--- src/rtl/univ_reg.sv ---
`default_nettype none
// ============================================================================
// Module      : univ_reg
// Description : Parametrised multi-mode storage register. On each rising Clk
//               edge it holds, loads, shifts (logical, with serial input),
//               rotates, increments or decrements its contents.
//
// Ports       : Clk   - system clock, rising-edge active
//               Rst   - synchronous active-high reset (Q = RESET_VAL, Co = 0)
//               En    - enable; when low all state holds
//               Mode  - operation select
//                       000 hold, 001 load, 010 shl, 011 shr,
//                       100 rol, 101 ror, 110 inc, 111 dec
//               D     - parallel load data
//               SinL  - serial bit entering bit 0 on shift left
//               SinR  - serial bit entering bit WIDTH-1 on shift right
//               Q     - register contents
//               Qn    - bitwise complement of Q (combinational)
//               Co    - registered carry / borrow / shifted-out bit
//               Zero  - high when Q == 0 (combinational)
//
// Revision    : 1.0 - initial release
// ============================================================================
module univ_reg #(
    parameter int                WIDTH     = 8,
    parameter logic [WIDTH-1:0]  RESET_VAL = '0
) (
    input  logic             Clk,
    input  logic             Rst,
    input  logic             En,
    input  logic [2:0]       Mode,
    input  logic [WIDTH-1:0] D,
    input  logic             SinL,
    input  logic             SinR,
    output logic [WIDTH-1:0] Q,
    output logic [WIDTH-1:0] Qn,
    output logic             Co,
    output logic             Zero
);

    localparam logic [2:0] c_HOLD = 3'b000;
    localparam logic [2:0] c_LOAD = 3'b001;
    localparam logic [2:0] c_SHL  = 3'b010;
    localparam logic [2:0] c_SHR  = 3'b011;
    localparam logic [2:0] c_ROL  = 3'b100;
    localparam logic [2:0] c_ROR  = 3'b101;
    localparam logic [2:0] c_INC  = 3'b110;
    localparam logic [2:0] c_DEC  = 3'b111;

    localparam logic [WIDTH-1:0] c_ONE = WIDTH'(1);

    logic [WIDTH-1:0] r_q;
    logic             r_co;

    logic [WIDTH-1:0] w_shl;
    logic [WIDTH-1:0] w_shr;
    logic [WIDTH-1:0] w_rol;
    logic [WIDTH-1:0] w_ror;
    logic [WIDTH-1:0] w_inc;
    logic [WIDTH-1:0] w_dec;
    logic             w_all_ones;
    logic             w_all_zero;

    // A single-bit register has no neighbour bits: the shift/rotate results
    // are built separately so no zero-width part-select is ever elaborated.
    generate
        if (WIDTH > 1) begin : g_wide
            assign w_shl = {r_q[WIDTH-2:0], SinL};
            assign w_shr = {SinR, r_q[WIDTH-1:1]};
            assign w_rol = {r_q[WIDTH-2:0], r_q[WIDTH-1]};
            assign w_ror = {r_q[0], r_q[WIDTH-1:1]};
        end else begin : g_narrow
            assign w_shl = SinL;
            assign w_shr = SinR;
            assign w_rol = r_q;
            assign w_ror = r_q;
        end
    endgenerate

    assign w_inc      = r_q + c_ONE;
    assign w_dec      = r_q - c_ONE;
    assign w_all_ones = &r_q;
    assign w_all_zero = ~|r_q;

    always_ff @(posedge Clk) begin
        if (Rst) begin
            r_q  <= RESET_VAL;
            r_co <= 1'b0;
        end else if (En) begin
            case (Mode)
                c_HOLD: begin
                    r_q  <= r_q;
                    r_co <= r_co;
                end
                c_LOAD: begin
                    r_q  <= D;
                    r_co <= 1'b0;
                end
                c_SHL: begin
                    r_q  <= w_shl;
                    r_co <= r_q[WIDTH-1];
                end
                c_SHR: begin
                    r_q  <= w_shr;
                    r_co <= r_q[0];
                end
                c_ROL: begin
                    r_q  <= w_rol;
                    r_co <= r_q[WIDTH-1];
                end
                c_ROR: begin
                    r_q  <= w_ror;
                    r_co <= r_q[0];
                end
                // Carry flags the wrap from all-ones to zero.
                c_INC: begin
                    r_q  <= w_inc;
                    r_co <= w_all_ones;
                end
                // Borrow flags the wrap from zero to all-ones.
                c_DEC: begin
                    r_q  <= w_dec;
                    r_co <= w_all_zero;
                end
                default: begin
                    r_q  <= r_q;
                    r_co <= r_co;
                end
            endcase
        end
    end

    assign Q    = r_q;
    assign Qn   = ~r_q;
    assign Co   = r_co;
    assign Zero = w_all_zero;

endmodule
`default_nettype wire

--- config.mk ---
export PLATFORM = sky130hd
export DESIGN_NAME = univ_reg
export DESIGN_NICKNAME = d
export VERILOG_FILES = /design/src/rtl/univ_reg.sv
export SDC_FILE = /design/constraint.sdc
export NUM_CORES = 1
export LEC_CHECK = 0
export BUFFER_PORTS_ARGS = -buffer_cell sky130_fd_sc_hd__clkbuf_2
export CORE_MARGIN = 3
export CORE_UTILIZATION = 54
export DETAILED_ROUTE_END_ITERATION = 8
export PLACE_DENSITY = 0.94
export SLEW_MARGIN = 20
export SYNTH_ARGS = -nofsm -noshare
export SYNTH_HDL_FRONTEND = slang
export SYNTH_SLANG_ARGS = --single-unit
--- constraint.sdc ---
create_clock -name Clk -period 4.45 [get_ports Clk]
set_clock_uncertainty 0.1 [all_clocks]
set_input_delay 0.89 -clock Clk [delete_from_list [all_inputs] [get_ports Clk]]
set_output_delay 0.89 -clock Clk [all_outputs]
set_load 0.05 [all_outputs]
# Word level (Yosys, flattened, before mapping)
# Cells that the tools add are included.
totals:
  regBits: 9
  in_bits: 16
  output_inout_bits: 18
  word_cells: 22
classes:
  addsub: 2
  n_eq_ne: 7
  mux: 2
  bitwise: 2
  reduce_logical: 7
op_table:
  columns: ["operator", "count"]
  rows:
  - ["$pmux 8 s7", 1]
  - ["$eq 3x3->1 const B", 4]
  - ["$add 8x1->8 const B", 1]
  - ["$not 8->8", 1]
  - ["$reduce_and 8->1", 1]
  - ["$reduce_or 8->1", 1]
  - ["$sub 8x1->8 const B", 1]
  - ["$eq 3x2->1 const B", 2]
  - ["$pmux 1 s5", 1]
  - ["$reduce_or 2->1", 2]
  - ["$eq 3x1->1 const B", 1]
  - ["$logic_not 3->1", 1]
  - ["$reduce_and 2->1", 1]
  - ["$logic_not 1->1", 1]
  - ["$not 1->1", 1]

# Logic depth before layout (Yosys ltp)
logic_depth:
  word_depth: 3
  mapped_depth: 10
  mapped_depth_nobuf: 8

# Least setup slack after synthesis
# No wires, ideal clock.
synth_path:
  path_kind: "register to output"
  from: "register r_q[1] (netlist: Q[1])"
  to: "output Zero"
  arrival_time_ns: 1.654
  required_ns: 3.460
  setup_slack_ns: 1.806
  stages_incl_launch_ff: 5
  path_buffers: 1
  cell_sequence: "dfxtp_1 > buf_6 > or4_4 > nor2_4 > and4_4"
synth_via:
  elab_chain_len: 2
synth_lines:
  columns: ["item", "line", "text"]
  rows:
  - ["start: declaration", "52", "logic [WIDTH-1:0] r_q;"]
  - ["start signal: assignment", "92", "r_q <= r_q;"]
  - ["start signal: assignment", "100", "r_q <= w_shl;"]
  - ["start signal: assignment", "104", "r_q <= w_shr;"]
  - ["$reduce_or 8->1", "83", "assign w_all_zero = ~|r_q;"]
  - ["$logic_not 1->1", "83", null]
  - ["end: declaration", "38", "output logic Zero"]
# Every way passes these cells.

# Worst setup path in the final report
# Same ends and word-level chain as after synthesis.

==> out/results.ini <==
[logic_synthesis]
yosysWarnings = 0
synthesis.nets = 166
netlist_instances = 149
yosys.cell_types.count = 51
synth_area_um2 = 1050
ys_seq_area_frac = 0.172
synth-main-ff-cell = dfxtp_1
synthArstFlopShare = 0
synth-seq-cells = 9
synth_edf_count = 0
syn_area_per_cell_um2 = 7.03

[worst_setup_path]
worstPathMaxFanout = 11
cpMaxStageDelayCell = or4_4
crit_type = reg2out
cp.arrival_ps = 1930
setup.worst_path.end_class = primary output
worstPathCellList = or4_4, nor2_4, and4_4, clkbuf_2
max_stage_delay_ps = 600
start_kind = register
crit_required_ps = 3460

[sta]
hold_viol = 0
rsz0062_at_grt = no
finalSetupViolCount = 0
slew_headroom = 0.530
max_freq_ghz = 0.342
fin_crit_sh = 0.656
fin_tns_setup_ps = 0
tightest_slew_ps = 702
min_period_ps = 2920
maxSlewViolCount = 0

[cts]
clock_path_buffers = 2
worstSkewPairLatency_ps = 270
cts.htree.levels = 1
clk_pin_slew_ps = 60
cts.root.buffer_cell = clkbuf_4
tritoncts = built
cts_buffers = 3
postCtsHoldBufs = 0
post_cts_resized = 0
cts.sinks = 9
post-cts-setup-buffers = 0

[run_status]
status = completed

[detailed_routing]
drc = 0
dr_wl_met2_um = 1330
vias = 1255
totalWireLength_um = 2940
postRouteAntennaNets = 0
wl_met1_um = 1200
avgViaCountPerCell = 6.40
firstDrtPassIters = 6
wl_per_cell_um = 15.0
dr_wl_met3_um = 338
first_iter_violations = 78
highest_layer = met4

[placed_design]
routabilityCongestion = 0.935
dp_hpwl_um = 2180
place_area_um2 = 1160
dp_cells = 192
port_buffers = 33

[final_layout]
design_area_um2 = 1180
drive_gt1_frac = 0.251
final_cell_mix = 33 x clkbuf_2, 16 x nand2_1, 11 x o21ai_0
syn_to_final_growth_pct = 13.1
layout_commonest_cell = clkbuf_2
multi_input_area_um2 = 744
instances_no_fill = 196
num-fill-cells = 156
antenna_cells = 0
final_core_util = 0.665
seq_area_um2 = 180
nets = 189

[power_and_ir_drop]
max-vdd-ir-drop_uv = 155
p_switching_uw = 149
cellLeakagePower_nw = 0.484
power_uw = 317
p_seq_frac = 0.323
p_per_area_nw_per_um2 = 268
combPwrFrac = 0.468
clkPwrFrac = 0.210
intPower_uw = 168
switching_share = 0.471

[floorplan]
die_w_um = 50.0
die_area_um2 = 2500
start_util = 0.587
fp.dieH_um = 50.0
core_area_um2 = 1780
io_pins = 34
row_count = 15

[min_path]
hold_path_class = reg2reg

[global_route]
antenna_found_initial = 0
grt_max_degree = 36
overflow = 0
grt_util_all_layers = 0.257
grt_first_pass_wirelength_um = 5060
grt_pass1_vias = 1089

[job]
cap_violations = 0

[stage by stage]
step,hold WS (ps),setup WS [ps]
4_1_cts,416,1550
3_5_place_dp,401,1370
2_1_floorplan,627,1810
5_1_grt,456,1390
3_3_place_gp,385,1490
6_report,416,1530
[per-layer routing]
| layer | global-route usage | up-vias |
|---|---|---|
| met5 | 0 | - |
| met4 | 0.147 | 0 |
| met3 | 0.0272 | 6 |
| met2 | 0.385 | 84 |
| met1 | 0.350 | 559 |
| li1 | - | 606 |
[power by group through the flow]
stage          Sequential (mW)  Combinational [mW]  Clock, mW
4_1_cts                  0.102               0.147     0.0664
6_report                 0.102               0.148     0.0665
3_5_place_dp             0.103               0.147          0
3_3_place_gp             0.103               0.145          0
5_1_grt                  0.104               0.160     0.0705
2_1_floorplan            0.114               0.107          0
[cells in the mapped netlist, types with 2 or more instances]
| library cell | count | share of area |
|---|---|---|
| a211oi_1 | 2 | 0.014 |
| a21oi_1 | 6 | 0.029 |
| a22oi_1 | 2 | 0.014 |
| a31oi_1 | 4 | 0.024 |
| a41oi_1 | 3 | 0.025 |
| buf_2 | 5 | 0.024 |
| buf_4 | 4 | 0.029 |
| clkbuf_1 | 4 | 0.014 |
| dfxtp_1 | 9 | 0.17 |
| inv_1 | 10 | 0.036 |
| mux2i_1 | 4 | 0.038 |
| nand2_1 | 16 | 0.057 |
| nand2b_1 | 4 | 0.024 |
| nand3_1 | 4 | 0.019 |
| nand4_1 | 2 | 0.012 |
| nor2_1 | 10 | 0.036 |
| nor2b_1 | 4 | 0.024 |
| nor3_1 | 3 | 0.014 |
| nor4_1 | 2 | 0.012 |
| o2111ai_1 | 2 | 0.017 |
| o211ai_1 | 2 | 0.014 |
| o21ai_0 | 11 | 0.053 |
| o22ai_1 | 2 | 0.012 |
| o311ai_0 | 2 | 0.017 |
| o31ai_1 | 3 | 0.022 |
| xnor2_1 | 4 | 0.033 |
[cells by family after synthesis]
logic type	share of synthesized area
buf+inv	0.117
compound gates	0.327
flops	0.172
xor+xnor	0.0418
mux	0.0490
fa+ha+maj	0.0119
simple gates	0.281
[flip-flops by register name (all words and copies together), names as in the netlist]
register,count
Co,1
Q,8
[critical path, delay by kind of cell (launching register included)]
kind,cells,cell delay [ps]
buffers and inverters,1,280
AND/OR/NAND/NOR,3,960
flip-flops,1,430
[final cells by class]
type,count,area share
multi-input combinational,115,0.628
sequential,9,0.152
timing repair buffer,33,0.139
inverter,10,0.0317
tap,25,0.0264
clock buffer,4,0.0222
[path summary, 6_finish.rpt]
check | slack (ps) | end | from | cells after the start
setup / recovery | 1530 | Zero | Q[1]$_SDFFE_PP0P_ | 4
hold / removal | 420 | Co$_SDFFE_PP0P_ | Co$_SDFFE_PP0P_ | 2
setup reg to reg | 2270 | Q[4]$_SDFFE_PP0P_ | Q[1]$_SDFFE_PP0P_ | 8
hold reg to reg | 420 | Co$_SDFFE_PP0P_ | Co$_SDFFE_PP0P_ | 2
Note: power is estimated with default switching activity, not from simulation.
